**src/rtl/imem_loader_ctrl_pkg.sv**
```systemverilog
// Shared constants and types for the instruction-memory loader.
package imem_loader_ctrl_pkg;

  localparam logic [1:0] ST_IDLE = 2'b00;
  localparam logic [1:0] ST_LOAD = 2'b01;
  localparam logic [1:0] ST_RUN  = 2'b10;

  typedef enum logic [1:0] {
    S_IDLE = ST_IDLE,
    S_LOAD = ST_LOAD,
    S_RUN  = ST_RUN
  } state_t;

  localparam int DEF_RAM_WIDTH = 32;
  localparam logic [DEF_RAM_WIDTH-1:0] DEF_END_MARKER = 32'hFFFF_FFFF;
  localparam int BYTES_PER_WORD = DEF_RAM_WIDTH / 8;

  // Number of bytes that make up one word of the given width.
  function automatic int bytes_per_word(input int width);
    return width / 8;
  endfunction

  // Width of an index that counts 0..n-1 (at least one bit).
  function automatic int idx_width(input int n);
    return (n > 1) ? $clog2(n) : 1;
  endfunction

endpackage

```
**src/rtl/imem_loader_ctrl_if.sv**
```systemverilog
// Byte stream in / RAM write port out, grouped as one bundle.
// master = loader side, slave = UART receiver + RAM side.
interface imem_loader_ctrl_if #(
  parameter int RAM_WIDTH = 32,
  parameter int NB_DEPTH  = 10
);
  logic [7:0]           i_rx_data;
  logic                 i_rx_valid;
  logic [NB_DEPTH-1:0]  o_wr_addr;
  logic [RAM_WIDTH-1:0] o_wr_data;
  logic                 o_wea;
  logic                 o_regcea;

  modport master (
    input  i_rx_data, i_rx_valid,
    output o_wr_addr, o_wr_data, o_wea, o_regcea
  );

  modport slave (
    output i_rx_data, i_rx_valid,
    input  o_wr_addr, o_wr_data, o_wea, o_regcea
  );
endinterface

```
**src/rtl/imem_loader_ctrl_byte_word_assembler.sv**
```systemverilog
// Packs a byte stream into words, first byte into the most significant lane.
// o_word/o_word_valid are combinational from the byte completing the word so
// the parent can register its write one cycle after that byte. RAM_WIDTH >= 16.
module imem_loader_ctrl_byte_word_assembler
  import imem_loader_ctrl_pkg::*;
#(
  parameter int RAM_WIDTH = DEF_RAM_WIDTH
) (
  input  logic                 i_clk,
  input  logic                 i_rst,
  input  logic                 i_clear,
  input  logic [7:0]           i_byte,
  input  logic                 i_byte_valid,
  output logic [RAM_WIDTH-1:0] o_word,
  output logic                 o_word_valid
);

  localparam int BPW   = bytes_per_word(RAM_WIDTH);
  localparam int IDX_W = idx_width(BPW);

  logic [RAM_WIDTH-1:0] r_shift;
  logic [IDX_W-1:0]     r_idx;
  logic [RAM_WIDTH-1:0] w_next;
  logic                 w_take;
  logic                 w_last;

  assign w_take       = i_byte_valid && !i_clear;
  assign w_last       = (r_idx == IDX_W'(BPW - 1));
  assign w_next       = {r_shift[RAM_WIDTH-9:0], i_byte};
  assign o_word       = w_next;
  assign o_word_valid = w_take && w_last;

  // Byte index: counts bytes of the word in progress, wraps after the last lane.
  always_ff @(posedge i_clk) begin
    if (i_rst || i_clear) begin
      r_idx <= '0;
    end else if (w_take) begin
      r_idx <= w_last ? '0 : r_idx + 1'b1;
    end
  end

  // Shift register: older bytes move toward the MSB; stale lanes are fully
  // overwritten before the next completed word is presented.
  always_ff @(posedge i_clk) begin
    if (w_take) begin
      r_shift <= w_next;
    end
  end

endmodule

```
**src/rtl/imem_loader_ctrl.sv**
```systemverilog
// Program-load sequencer for the instruction RAM: holds the CPU in reset
// while words arrive over the debug UART, writes them from address 0 up, and
// releases the CPU when the end marker arrives or the RAM is full.
module imem_loader_ctrl
  import imem_loader_ctrl_pkg::*;
#(
  parameter int                   RAM_WIDTH  = DEF_RAM_WIDTH,
  parameter int                   NB_DEPTH   = 10,
  parameter logic [RAM_WIDTH-1:0] END_MARKER = DEF_END_MARKER
) (
  input  logic                 i_clk,
  input  logic                 i_rst,
  input  logic                 i_start,
  imem_loader_ctrl_if.master   bus,
  output logic                 o_cpu_rst,
  output logic                 o_busy,
  output logic                 o_done,
  output logic                 o_overflow,
  output logic [NB_DEPTH:0]    o_word_count
);

  localparam logic [NB_DEPTH-1:0] ADDR_MAX = '1;

  state_t               r_state;
  logic [NB_DEPTH-1:0]  r_addr;
  logic [NB_DEPTH-1:0]  r_wr_addr;
  logic [RAM_WIDTH-1:0] r_wr_data;
  logic                 r_wea;
  logic                 r_regcea;
  logic                 r_cpu_rst;
  logic                 r_busy;
  logic                 r_done;
  logic                 r_overflow;
  logic [NB_DEPTH:0]    r_count;

  logic                 w_loading;
  logic                 w_byte_valid;
  logic [RAM_WIDTH-1:0] w_word;
  logic                 w_word_valid;

  // Bytes only count while loading; outside LOAD the assembler is held
  // cleared so every load starts on a word boundary.
  assign w_loading    = (r_state == S_LOAD);
  assign w_byte_valid = bus.i_rx_valid && w_loading;

  imem_loader_ctrl_byte_word_assembler #(
    .RAM_WIDTH (RAM_WIDTH)
  ) u_asm (
    .i_clk        (i_clk),
    .i_rst        (i_rst),
    .i_clear      (!w_loading),
    .i_byte       (bus.i_rx_data),
    .i_byte_valid (w_byte_valid),
    .o_word       (w_word),
    .o_word_valid (w_word_valid)
  );

  // Load FSM with address/count counters and all registered outputs.
  always_ff @(posedge i_clk) begin
    if (i_rst) begin
      r_state    <= S_IDLE;
      r_addr     <= '0;
      r_wr_addr  <= '0;
      r_wr_data  <= '0;
      r_wea      <= 1'b0;
      r_regcea   <= 1'b0;
      r_cpu_rst  <= 1'b1;
      r_busy     <= 1'b0;
      r_done     <= 1'b0;
      r_overflow <= 1'b0;
      r_count    <= '0;
    end else begin
      r_wea  <= 1'b0;
      r_done <= 1'b0;

      // Advance after each write; the address saturates at the top so a
      // load never wraps back over address 0.
      if (r_wea) begin
        r_count <= r_count + (NB_DEPTH+1)'(1);
        if (r_addr != ADDR_MAX) begin
          r_addr <= r_addr + 1'b1;
        end
      end

      case (r_state)
        S_IDLE, S_RUN: begin
          if (i_start) begin
            r_state    <= S_LOAD;
            r_addr     <= '0;
            r_count    <= '0;
            r_overflow <= 1'b0;
            r_busy     <= 1'b1;
            r_cpu_rst  <= 1'b1;
            r_regcea   <= 1'b0;
          end
        end
        S_LOAD: begin
          if (w_word_valid) begin
            if (w_word == END_MARKER) begin
              r_state   <= S_RUN;
              r_done    <= 1'b1;
              r_busy    <= 1'b0;
              r_cpu_rst <= 1'b0;
              r_regcea  <= 1'b1;
            end else begin
              r_wea     <= 1'b1;
              r_wr_data <= w_word;
              r_wr_addr <= r_addr;
              // Last RAM location taken: finish the load as full.
              if (r_addr == ADDR_MAX) begin
                r_overflow <= 1'b1;
                r_state    <= S_RUN;
                r_done     <= 1'b1;
                r_busy     <= 1'b0;
                r_cpu_rst  <= 1'b0;
                r_regcea   <= 1'b1;
              end
            end
          end
        end
        default: r_state <= S_IDLE;
      endcase
    end
  end

  assign bus.o_wr_addr = r_wr_addr;
  assign bus.o_wr_data = r_wr_data;
  assign bus.o_wea     = r_wea;
  assign bus.o_regcea  = r_regcea;
  assign o_cpu_rst     = r_cpu_rst;
  assign o_busy        = r_busy;
  assign o_done        = r_done;
  assign o_overflow    = r_overflow;
  assign o_word_count  = r_count;

endmodule

```
**src/flat_wrapper.sv**
```systemverilog
// flat-port wrapper written by rule: the top's interface ports become plain ports
module imem_loader_ctrl_flat import imem_loader_ctrl_pkg::*;
#(
  parameter int                   RAM_WIDTH  = DEF_RAM_WIDTH,
  parameter int                   NB_DEPTH   = 10,
  parameter logic [RAM_WIDTH-1:0] END_MARKER = DEF_END_MARKER
)
  (i_clk, i_rst, i_start, o_cpu_rst, o_busy, o_done, o_overflow, o_word_count, bus_i_rx_data, bus_i_rx_valid, bus_o_wr_addr, bus_o_wr_data, bus_o_wea, bus_o_regcea);
  imem_loader_ctrl_if #(.RAM_WIDTH(RAM_WIDTH), .NB_DEPTH(NB_DEPTH)) bus_i ();
  input  logic i_clk;
  input  logic i_rst;
  input  logic i_start;
  output logic o_cpu_rst;
  output logic o_busy;
  output logic o_done;
  output logic o_overflow;
  output logic [NB_DEPTH:0] o_word_count;
  input wire logic [$bits(bus_i.i_rx_data)-1:0] bus_i_rx_data;
  input wire logic [$bits(bus_i.i_rx_valid)-1:0] bus_i_rx_valid;
  output wire logic [$bits(bus_i.o_wr_addr)-1:0] bus_o_wr_addr;
  output wire logic [$bits(bus_i.o_wr_data)-1:0] bus_o_wr_data;
  output wire logic [$bits(bus_i.o_wea)-1:0] bus_o_wea;
  output wire logic [$bits(bus_i.o_regcea)-1:0] bus_o_regcea;
  assign bus_i.i_rx_data = bus_i_rx_data;
  assign bus_i.i_rx_valid = bus_i_rx_valid;
  assign bus_o_wr_addr = bus_i.o_wr_addr;
  assign bus_o_wr_data = bus_i.o_wr_data;
  assign bus_o_wea = bus_i.o_wea;
  assign bus_o_regcea = bus_i.o_regcea;
  imem_loader_ctrl #(.RAM_WIDTH(RAM_WIDTH), .NB_DEPTH(NB_DEPTH), .END_MARKER(END_MARKER)) u_core (.i_clk(i_clk), .i_rst(i_rst), .i_start(i_start), .bus(bus_i), .o_cpu_rst(o_cpu_rst), .o_busy(o_busy), .o_done(o_done), .o_overflow(o_overflow), .o_word_count(o_word_count));
endmodule
```
**config.mk**
```make
export PLATFORM = sky130hd
export DESIGN_NAME = imem_loader_ctrl_flat
export DESIGN_NICKNAME = d
export VERILOG_FILES = /design/src/rtl/imem_loader_ctrl_pkg.sv /design/src/rtl/imem_loader_ctrl_if.sv /design/src/rtl/imem_loader_ctrl_byte_word_assembler.sv /design/src/rtl/imem_loader_ctrl.sv /design/src/flat_wrapper.sv
export SDC_FILE = /design/constraint.sdc
export NUM_CORES = 1
export LEC_CHECK = 0
export BUFFER_PORTS_ARGS = -buffer_cell sky130_fd_sc_hd__buf_2
export CAP_MARGIN = 10
export CORE_MARGIN = 2
export CORE_UTILIZATION = 50
export DETAILED_ROUTE_END_ITERATION = 7
export GPL_ROUTABILITY_DRIVEN = 0
export GPL_TIMING_DRIVEN = 0
export PLACE_DENSITY = 0.74
export SYNTH_ARGS = -nofsm -noshare
export SYNTH_HDL_FRONTEND = slang
export SYNTH_SLANG_ARGS = --single-unit
```
**constraint.sdc**
```tcl
create_clock -name i_clk -period 4.93 [get_ports i_clk]
set_clock_uncertainty 0.1 [all_clocks]
set_input_delay 0.2465 -clock i_clk [delete_from_list [all_inputs] [get_ports i_clk]]
set_output_delay 0.2465 -clock i_clk [all_outputs]
set_load 0.05 [all_outputs]
```
**Yosys cells after proc, flatten, opt, wreduce, memory -nomap -nowiden**

Cells that the tools add are included.

- Register bits: 97
- Bits of input ports: 12
- Output and inout port bits: 59
- Logic and storage cells: 72

- Add/subtract/negate cells: 3
- Eq/ne operators: 11
- Muxes and demuxes: 29
- Bitwise logic cells: 3
- Reductions and logical operators: 13

Operators by type and width:

| cell | number |
|---|---|
| 10-bit two-way mux | 4 |
| 11-bit two-way mux | 3 |
| 32-bit == test, second input constant | 1 |
| 1-bit two-way mux | 13 |
| 11-bit by 1-bit adder with 11-bit output, second input constant | 1 |
| 10-bit by 1-bit adder with 10-bit output, second input constant | 1 |
| 10-bit == test, second input constant | 1 |
| 2-bit two-way mux | 5 |
| 10-bit != test, second input constant | 1 |
| 2-bit != test, second input constant | 4 |
| 1-bit case mux with 2 select lines | 3 |
| 3-bit AND reduction | 2 |
| 5-bit AND reduction | 1 |
| 2-bit == test, second input constant | 2 |
| 2-bit case mux with 2 select lines | 1 |
| 4-bit AND reduction | 1 |
| 1-bit logical AND | 3 |
| 3-bit != test, second input constant | 1 |
| 1-bit inverter | 3 |
| 3-bit OR reduction | 1 |
| 2-bit by 1-bit adder with 2-bit output, second input constant | 1 |
| 2-bit by 1-bit == test with 1-bit output, second input constant | 1 |
| 2-bit logical NOT | 1 |
| 2-bit nonzero test | 1 |
| 3 further kinds | 3 |

**Longest topological paths before layout**

Gate-level depths: netlist of the first run.

- Depth after elaboration: 6
- Depth in mapped cells: 7
- Mapped depth without buffers: 5

**Hierarchy**

From an unflattened synthesis of the first run, not the netlist that was laid out.

- Cell total of the unflattened synthesis: 378
- Area, all modules: 4,184.0 um2

By module, submodules not included:

| module | instances | cells an instance | area an instance (um2) | sequential area each (um2) |
|---|---|---|---|---|
| imem_loader_ctrl | 1 | 336 | 3,295.7 | 1,421.4 |
| imem_loader_ctrl_byte_word_assembler | 1 | 42 | 888.4 | 760.7 |

**Least setup slack after synthesis of the first run**

No wires, ideal clock.

- Kind: register to register
- Start point: register u_core.r_state[1]
- End point: register u_core.u_asm.r_shift[0] (enable)
- Setup time: 0.405 ns
- Arrival time: 1.533 ns
- Slack: 2.892 ns
- Stages on the path, launching flop included: 3
- Buffers on the path: 0
- Clock period less this slack: 2.038 ns
- Path through: dfxtp_1 > nand2b_1 > nor2_1

- Longest elaborated chain between the ends: 3

Ends and longest elaborated chain:

| element | line | RTL |
|---|---|---|
| start: declaration | imem_loader_ctrl.sv:24 | `state_t r_state;` |
| start signal: assignment | imem_loader_ctrl.sv:61 | `r_state <= S_IDLE;` |
| start signal: assignment | imem_loader_ctrl.sv:88 | `r_state <= S_LOAD;` |
| start signal: assignment | imem_loader_ctrl.sv:100 | `r_state <= S_RUN;` |
| 2-bit by 1-bit == test with 1-bit output * | imem_loader_ctrl.sv:43 | `assign w_loading = (r_state == S_LOAD);` |
| 1-bit logical AND | imem_loader_ctrl.sv:44 | `assign w_byte_valid = bus.i_rx_valid && w_loading;` |
| 1-bit logical AND * | imem_loader_ctrl_byte_word_assembler.sv:27 | `assign w_take = i_byte_valid && !i_clear;` |
| end signal: assignment | imem_loader_ctrl_byte_word_assembler.sv:46 | `r_shift <= w_next;` |
| end: declaration | imem_loader_ctrl_byte_word_assembler.sv:21 | `logic [RAM_WIDTH-1:0] r_shift;` |

Mark *: on every way between the ends. The rest lies on a longest branch, timed or not.
A chain may end at the register's enable or synchronous reset.

**Worst setup path after layout of the first run**

- Start point: input bus_i_rx_data[2]
- End point: register u_core.r_wr_data[0], in the netlist u_core.bus.o_wr_data[0]

- Longest elaborated chain between the ends: 3

Ends and longest elaborated chain:

| element | line | RTL |
|---|---|---|
| start: declaration | flat_wrapper.sv:18 | `input wire logic [$bits(bus_i.i_rx_data)-1:0] bus_i_rx_data;` |
| 32-bit == test | imem_loader_ctrl.sv:99 | `if (w_word == END_MARKER) begin` |
| 1-bit inverter (no source line) | n/a |  |
| 3-bit AND reduction (no source line) | n/a |  |
| end signal: assignment | imem_loader_ctrl.sv:107 | `r_wr_data <= w_word;` |
| end: declaration | imem_loader_ctrl.sv:27 | `logic [RAM_WIDTH-1:0] r_wr_data;` |

No other way between the ends.

==> reports/metrics.cfg, run 1 <==
[final_layout]
diodes=0
fin_area_mm2=0.00483
finish.net_count=469
layout_commonest_cell=dfxtp_1
final_cell_mix=73 x dfxtp_1, 71 x buf_2, 53 x nand2b_1
stdcell_count=561
syn2layout_area_growth_pct=18.0
final_layout_size_suffix_gt1_frac=0.200

[critical_path]
r2r_setup_slack_ps=2960
r2r_start=u_core.u_asm.r_shift[6]
arrival_ps=2190
crit_end=u_core.bus.o_wr_data[0]
cp-start-kind=input pin
crit_path_end_kind=flop
worstSetupPathType=in -> reg
worstRegToRegCells=6
startpoint=bus_i_rx_data[2]
critPathRequiredTime_ps=5100
reg2reg_to=u_core.bus.o_wr_data[0]
cp_max_fo=10

[logic_synthesis]
ys_ff_latch=97
synth_area_per_cell_um2=11.1
synth_fp_nets=382
synth_cell_types=41
synth-edff-count=24
ys_seq_area_frac=0.533
async_flop_share=0
synthCells=367
yosys_most_used_dff=dfxtp_1
syn_area_mm2=0.00409
yosysWarnings=0

[power_and_ir_drop]
p_seq_frac=0.598
switching_share=0.217
powerDensity_mw_per_mm2=287
internal_power_w=0.00109
p_comb_frac=0.043
p_leak_nw=1.87
ir_drop_mv=0.164
switching_power_w=0.000301
p_clk_frac=0.359

[run]
cap_viol_max_count=0

[route]
top_layer=met4
dr_wl_met3_um=390
routed_via_density=5.19
route.met2.wl_um=3660
first_pass_iters=4
dr.first_iter.drc_count=129
wl_per_cell_um=14.3
vias=2910
drt.antenna.violating_nets=0
m1WireLength_um=3820
routed_wirelength_um=8000
drc_errors=0

[clocking]
cts-buffers-inserted=9
cts_root_buf=clkbuf_8
clk_pin_slew_ps=80
worstSkewPairLatency_ps=350
cts.sinks=97
post_cts_buffers=0
tritoncts=yes
htreeDepth=3
clk_path_buf_depth=2

[placement]
dp.cells=539
port_buffers=69
hpwl_um=5820
dpl_cell_area_mm2=0.00458
dp_slack_ps=2900

[grt]
grt_max_degree=20
globalRouteOverflowTotal=0
grt_pass1_wl_um=13300
track_usage=0.190
antenna_found_initial=0
grt_pass1_vias=2817

[hold_path]
hp-class=in -> reg

[floorplanning]
die_area_mm2=0.00892
fp.dieW_um=94.5
fp.dieH_um=94.5
ioPinCount=71
fp-row-count=32
coreArea_mm2=0.00785
initial_utilization=0.521

[timing]
final.setup.tns_ps=0
timing.final.crit_share=0.409
period_needed_ps=2020
setup_viol=0
final.setup.worst_slack_ps=2910
worst_pin_slew_ps=696
rsz0062_at_grt=no
slew_violations=0
hold_viol=0
maxSlewHeadroom=0.532
timing.fmax_mhz=496

[status]
status=finished, final reports clean

## cells in the mapped netlist (2+ instances only)
master,number,share of area
a31oi_1,3,0.0046
nand2_1,6,0.0055
nand4_1,13,0.020
or2b_1,35,0.064
inv_1,4,0.0037
and3_1,3,0.0046
or4_1,4,0.0073
buf_12,4,0.020
nor2_1,20,0.018
clkbuf_1,9,0.0083
o21ai_0,3,0.0037
dfxtp_1,73,0.36
nor2b_1,4,0.0061
nand2b_1,53,0.081
a21oi_1,7,0.0086
buf_2,2,0.0024
ha_1,3,0.0092
a22o_1,3,0.0064
xor2_1,7,0.015
or3_1,3,0.0046
mux2i_1,45,0.11
xnor2_1,3,0.0064
a211oi_1,2,0.0037
nor3_1,8,0.0098
nand3_1,11,0.013
edfxtp_1,24,0.18
## power by group through the flow
stage          Sequential (W)  Combinational (W)  Clock (W)
3_3_place_gp         0.000849          0.0000532          0
4_1_cts              0.000830          0.0000601   0.000512
6_report             0.000830          0.0000595   0.000498
5_1_grt              0.000832          0.0000660   0.000544
2_1_floorplan        0.000849          0.0000349          0
3_5_place_dp         0.000849          0.0000563          0
## layer usage
| layer | vias to the layer above | GRT usage |
|---|---|---|
| li1 | 1459 | - |
| met1 | 1366 | 0.255 |
| met2 | 73 | 0.305 |
| met3 | 12 | 0.0367 |
| met4 | 0 | 0.0713 |
| met5 | - | 0 |
## state kept, by name, indices dropped and copies added, names as in the netlist
name / flops
u_core.o_overflow: 1
u_core.u_asm.r_idx: 2
u_core.u_asm.r_shift: 24
u_core.o_done: 1
u_core.bus.o_regcea: 1
u_core.bus.o_wr_addr: 10
u_core.bus.o_wr_data: 32
u_core.o_busy: 1
u_core.r_addr: 10
u_core.bus.o_wea: 1
u_core.o_cpu_rst: 1
u_core.r_state: 2
u_core.o_word_count: 11
## logic make-up (layout without fill, tap and decap cells)
logic type | after synthesis | count (layout) | share of synthesized area
adder cells (fa/ha/maj) | 3 | 3 | 0.00918
buffers and inverters | 22 | 114 | 0.0394
multiplexers | 45 | 45 | 0.110
XOR/XNOR | 10 | 10 | 0.0214
flip-flops | 97 | 97 | 0.533
AND/OR/NAND/NOR | 163 | 163 | 0.241
AO/OA/AOI/OAI | 27 | 27 | 0.0456
## worst min path at each step
| stage | endpoint | slack, ps | start | cells past startpoint |
|---|---|---|---|---|
| floorplan | u_core.u_asm.r_shift[0] | 250 | bus_i_rx_data[0] | 0 |
| finish | u_core.u_asm.r_shift[0] | 30 | bus_i_rx_data[0] | 1 |
| detailed placement | u_core.u_asm.r_shift[6] | 350 | bus_i_rx_data[6] | 1 |
| global route | u_core.u_asm.r_shift[1] | 7 | bus_i_rx_data[1] | 1 |
| CTS | u_core.u_asm.r_shift[1] | 20 | bus_i_rx_data[1] | 1 |
| global placement | u_core.u_asm.r_shift[23] | 350 | u_core.u_asm.r_shift[15] | 0 |
## final cells by class
class / count / area, um^2
plain buffers: 18 / 146
clock buffers: 12 / 135
clock inverters: 4 / 52.6
fillers: 662 / 3020
inverters: 4 / 15.0
multi-input cells: 248 / 1750
flip-flops and latches: 97 / 2180
well taps: 102 / 128
repair buffers: 76 / 420
## what timing repair did
action | CTS | global route
setup endpoints to repair | 0 | 0
hold endpoints to repair | 6 | 0
gates resized for setup | 0 | 0
hold buffers | 6 | 0
## critical path, stage by stage
cell           delay [ps]
dlygate4sd3_1         540
buf_2                 120
nand4_1                80
or4_1                 510
o21a_1                220
buf_6                 160
buf_12                160
mux2i_1               160
## metrics by stage
| stage | util | power (W) | hold WS, ps |
|---|---|---|---|
| 3_3_place_gp | 0.582 | 0.000902 | 354 |
| 4_1_cts | 0.615 | 0.00140 | 18.1 |
| 5_1_grt | 0.615 | 0.00144 | 6.85 |
| 3_5_place_dp | 0.584 | 0.000905 | 351 |
| 6_report | 0.615 | 0.00139 | 25.2 |
| 2_1_floorplan | - | 0.000883 | 245 |
No activity file was read; power rests on OpenSTA's default activity.
==> inputs of run 2 (changes only) <==
==> constraint.sdc (replaced) <==
create_clock -name i_clk -period 2.1 [get_ports i_clk]
set_clock_uncertainty 0.1 [all_clocks]
set_input_delay 0.105 -clock i_clk [delete_from_list [all_inputs] [get_ports i_clk]]
set_output_delay 0.105 -clock i_clk [all_outputs]
set_load 0.05 [all_outputs]
==> run 2 against run 1 <==
Against the previous run:
- wire length rose by 0.91%
- die area did not move
- via count rose by 0.62%
- global-route usage rose by 0.12 points
- power rose by 140%
- critical path type is now reg -> reg
- critical path depth fell by 2
==> reports/metrics.cfg, run 2 (synthesis results as in run 1) <==
[status]
status=finished, final reports clean

[critical_path]
r2r_start=u_core.u_asm.r_shift[6]
startpoint=u_core.u_asm.r_shift[6]
r2r_setup_slack_ps=130
cp-start-kind=flop
arrival_ps=2140
worstRegToRegCells=6
cp_max_fo=10
critPathMaxStageDelay_ps=580
worstSetupPathType=reg -> reg
crit_chain=nand4_1 -> or4_1 -> o21a_1 -> buf_6 -> buf_12 -> mux2i_1
crit_end=u_core.bus.o_wr_data[0]
critPathRequiredTime_ps=2270
reg2reg_to=u_core.bus.o_wr_data[0]
slowest_stage=or4_1
crit_path_end_kind=flop

[grt]
globalRouteOverflowTotal=0
grt_max_degree=20
grt_pass1_wl_um=13400
antenna_found_initial=0
grt_pass1_vias=2832
track_usage=0.191

[floorplanning]
initial_utilization=0.521
fp.dieH_um=94.5
coreArea_mm2=0.00785
die_area_mm2=0.00892
ioPinCount=71
fp.dieW_um=94.5
fp-row-count=32

[clocking]
worstSkewPairLatency_ps=350
clk_path_buf_depth=2
cts.sinks=97
htreeDepth=3
cts_root_buf=clkbuf_8
clk_pin_slew_ps=90
tritoncts=yes
cts-buffers-inserted=9

[route]
routed_via_density=5.19
dr.first_iter.drc_count=136
drt.antenna.violating_nets=0
vias=2928
first_pass_iters=4
routed_wirelength_um=8070
wl_per_cell_um=14.3
drc_errors=0

[power_and_ir_drop]
powerDensity_mw_per_mm2=672
ir_drop_mv=0.386
p_leak_nw=1.88

[final_layout]
final_cell_mix=73 x dfxtp_1, 71 x buf_2, 53 x nand2b_1
syn2layout_area_growth_pct=18.8
layout_commonest_cell=dfxtp_1
diodes=0
final_layout_size_suffix_gt1_frac=0.199
finish.net_count=472
fin_area_mm2=0.00486
final.fill_count=660
largest_register_ffs=32

[run]
cap_viol_max_count=0

[timing]
rsz0062_at_grt=no
setup_viol=0
maxSlewHeadroom=0.532
timing.fmax_mhz=508
worst_pin_slew_ps=696
hold_viol=0
timing.final.crit_share=0.936
slew_violations=0
final.setup.worst_slack_ps=133
final.setup.tns_ps=0
period_needed_ps=1970

[placement]
hpwl_um=5820
dp_slack_ps=156
port_buffers=69
dpl_cell_area_mm2=0.00458

[hold_path]
hp-class=in -> reg

## run 2: cell count changes in the layout (fill, tap and decap cells not counted), sizes merged
cell and change:
dlygate4sd3 +3
## run 2: final cells by class
type,instances,area (um^2),area share
clock buffer,12,135,0.0278
tap,102,128,0.0263
clock inverter,4,52.6,0.0108
buffer,18,146,0.0301
multi-input combinational,248,1750,0.360
sequential,97,2180,0.449
inverter,4,15.0,0.00309
timing repair buffer,79,450,0.0927
## run 2: per-stage QoR
stage          cells  power (W)  hold WS, ps  utilization
2_1_floorplan    367    0.00207          104            -
3_3_place_gp     538    0.00212          215        0.582
3_5_place_dp     539    0.00212          209        0.584
4_1_cts          564    0.00330         9.82        0.619
5_1_grt          564    0.00339         24.6        0.619
6_report         564    0.00327         19.3        0.619
## run 2: where the power goes
part           internal [W]  leakage, nW  switching, W
clock network      0.000558       0.0949      0.000615
logic             0.0000648        0.974     0.0000799
registers           0.00193        0.809     0.0000158
## run 2: worst min-delay path by stage
stage,start,to,slack [ps],depth (start not counted)
2_1_floorplan,bus_i_rx_data[0],u_core.u_asm.r_shift[0],100,0
3_3_place_gp,bus_i_rx_data[6],u_core.u_asm.r_shift[6],220,1
3_5_place_dp,bus_i_rx_data[6],u_core.u_asm.r_shift[6],210,1
4_1_cts,i_start,u_core.r_state[0],10,3
5_1_grt,i_start,u_core.r_state[0],20,3
6_report,i_start,u_core.r_state[0],20,3
## run 2: worst max-delay path: cells and delay by family, from the launching register on
kind / cells / cell delay (ps)
AO/OA/AOI/OAI: 1 / 210
buffers and inverters: 2 / 320
flip-flops: 1 / 420
multiplexers: 1 / 160
AND/OR/NAND/NOR: 2 / 690
## run 2: timing repair
action / 4_1_cts / 5_1_grt
endpoints found under the hold margin: 16 / 0
buffers inserted: 0 / 0
endpoints found under the setup margin: 0 / 0
hold buffers: 9 / 0
gates resized for setup: 0 / 0
## run 2: routing by layer
layer  vias up  wire length, um  GRT usage
met1      1379             3880      0.258
li1       1466                -          -
met5         -                0          0
met4         0              119     0.0713
met2        71             3690      0.307
met3        12              380     0.0351
==> inputs of run 3 (changes only) <==
--- a/config.mk
+++ b/config.mk
@@ -12,6 +12,7 @@
 export DETAILED_ROUTE_END_ITERATION = 7
 export GPL_ROUTABILITY_DRIVEN = 0
 export GPL_TIMING_DRIVEN = 0
+export MAX_ROUTING_LAYER = met4
 export PLACE_DENSITY = 0.74
 export SYNTH_ARGS = -nofsm -noshare
 export SYNTH_HDL_FRONTEND = slang
==> constraint.sdc (replaced) <==
create_clock -name i_clk -period 2.15 [get_ports i_clk]
set_clock_uncertainty 0.1 [all_clocks]
set_input_delay 0.1075 -clock i_clk [delete_from_list [all_inputs] [get_ports i_clk]]
set_output_delay 0.1075 -clock i_clk [all_outputs]
set_load 0.05 [all_outputs]
==> run 3 against run 2 <==
Against the previous run:
- via count shrank 0.55%
- global-route usage up 0.56 points
- final cell count unchanged
- clock-buffer cell count unchanged
- largest cell class unchanged
- largest power group unchanged
==> reports/metrics.cfg, run 3 (synthesis results as in run 1) <==
[route]
dr.first_iter.drc_count=157
routed_wirelength_um=8070
first_pass_iters=4
vias=2912
routed_via_density=5.16
wl_per_cell_um=14.3
drt.antenna.violating_nets=0
drc_errors=0

[grt]
antenna_found_initial=0
grt_pass1_vias=2830
grt_max_degree=20
grt_pass1_wl_um=13400
globalRouteOverflowTotal=0
track_usage=0.196

[timing]
hold_viol=0
rsz0062_at_grt=no
slew_violations=0
final.setup.worst_slack_ps=188
worst_pin_slew_ps=706
setup_viol=0
whs_ps=22.2
maxSlewHeadroom=0.525
timing.final.crit_share=0.913
period_needed_ps=1960
timing.fmax_mhz=510

[clocking]
tritoncts=yes
clk_pin_slew_ps=90
cts.sinks=97
htreeDepth=3
worstSkewPairLatency_ps=350
cts-buffers-inserted=9
clk_path_buf_depth=2
cts_root_buf=clkbuf_8
post_cts_buffers=0
cts_resized=0

[placement]
dp_slack_ps=206
port_buffers=69
dpl_cell_area_mm2=0.00458
dp.cells=539
hpwl_um=5820

[final_layout]
stdcell_count=564
final_cell_mix=73 x dfxtp_1, 71 x buf_2, 53 x nand2b_1
fin_area_mm2=0.00486
layout_commonest_cell=dfxtp_1
finish.net_count=472
fin_util=0.619
final.fill_count=660
final_layout_size_suffix_gt1_frac=0.199
diodes=0
syn2layout_area_growth_pct=18.8
largest_register_ffs=32

[critical_path]
crit_path_end_kind=flop
r2r_start=u_core.u_asm.r_shift[6]
critPathRequiredTime_ps=2330
startpoint=u_core.u_asm.r_shift[6]
cp_max_fo=10
arrival_ps=2140
critPathMaxStageDelay_ps=580
slowest_stage=or4_1
worstSetupPathType=reg -> reg
cp-start-kind=flop
crit_chain=nand4_1 -> or4_1 -> o21a_1 -> buf_6 -> buf_12 -> mux2i_1
r2r_setup_slack_ps=190

[power_and_ir_drop]
p_leak_nw=1.88
p_comb_frac=0.044
powerDensity_mw_per_mm2=657
p_clk_frac=0.359
switching_power_w=0.000695
ir_drop_mv=0.380
switching_share=0.218
internal_power_w=0.00250
p_seq_frac=0.597

[floorplanning]
fp.dieH_um=94.5
fp.dieW_um=94.5
initial_utilization=0.521
fp-row-count=32
coreArea_mm2=0.00785
die_area_mm2=0.00892
ioPinCount=71

[status]
status=finished, final reports clean

[run]
cap_viol_max_count=0

[hold_path]
hp-class=in -> reg
worstHoldStart=i_start

==> run 3: power by group through the flow <==
stage                     Combinational, W  Clock [W]  Sequential (W)
final                             0.000141    0.00115         0.00190
after global routing              0.000156    0.00125         0.00191
after CTS                         0.000142    0.00117         0.00190
after detailed placement          0.000129          0         0.00195
after global placement            0.000122          0         0.00195
after floorplan                  0.0000800          0         0.00195
==> run 3: worst max-delay path, delay by kind of cell (launching register included) <==
kind	cells	cell delay, ps
and+or+nand+nor	2	690
DFF	1	410
buffers and inverters	2	320
AOI/OAI and AO/OA	1	210
muxes	1	160
==> run 3: through the flow <==
step	total power, W	setup TNS, ps
floorplan	0.00203	0
global placement	0.00207	-6160
detailed placement	0.00208	0
CTS	0.00322	0
global route	0.00331	0
finish	0.00319	0
==> run 3: cell type report <==
class	instances	area, um^2	share of cell area
flip-flops and latches	97	2180	0.449
inverters	4	15.0	0.00309
well taps	102	128	0.0263
repair buffers	79	450	0.0927
clock buffers	12	135	0.0278
plain buffers	18	146	0.0301
clock inverters	4	52.6	0.0108
multi-input cells	248	1750	0.360
==> run 3: final timing paths <==
check	endpoint	depth (start not counted)
worst min register to register	u_core.bus.o_wr_addr[5]	2
worst min-delay path	u_core.r_state[0]	3
worst max-delay path	u_core.bus.o_wr_data[0]	6
worst max register to register	u_core.bus.o_wr_data[0]	6
==> run 3: repair_timing <==
action	4_1_cts	5_1_grt
setup endpoints to repair	0	0
hold buffers	9	0
hold endpoints to repair	16	0
==> run 3: layer usage <==
metal | global-route usage | vias to the layer above | wire (um)
met1 | 0.258 | 1362 | 3850
li1 | - | 1464 | -
met2 | 0.307 | 74 | 3710
met3 | 0.0343 | 12 | 388
met4 | 0.0713 | 0 | 118
met5 | - | - | 0
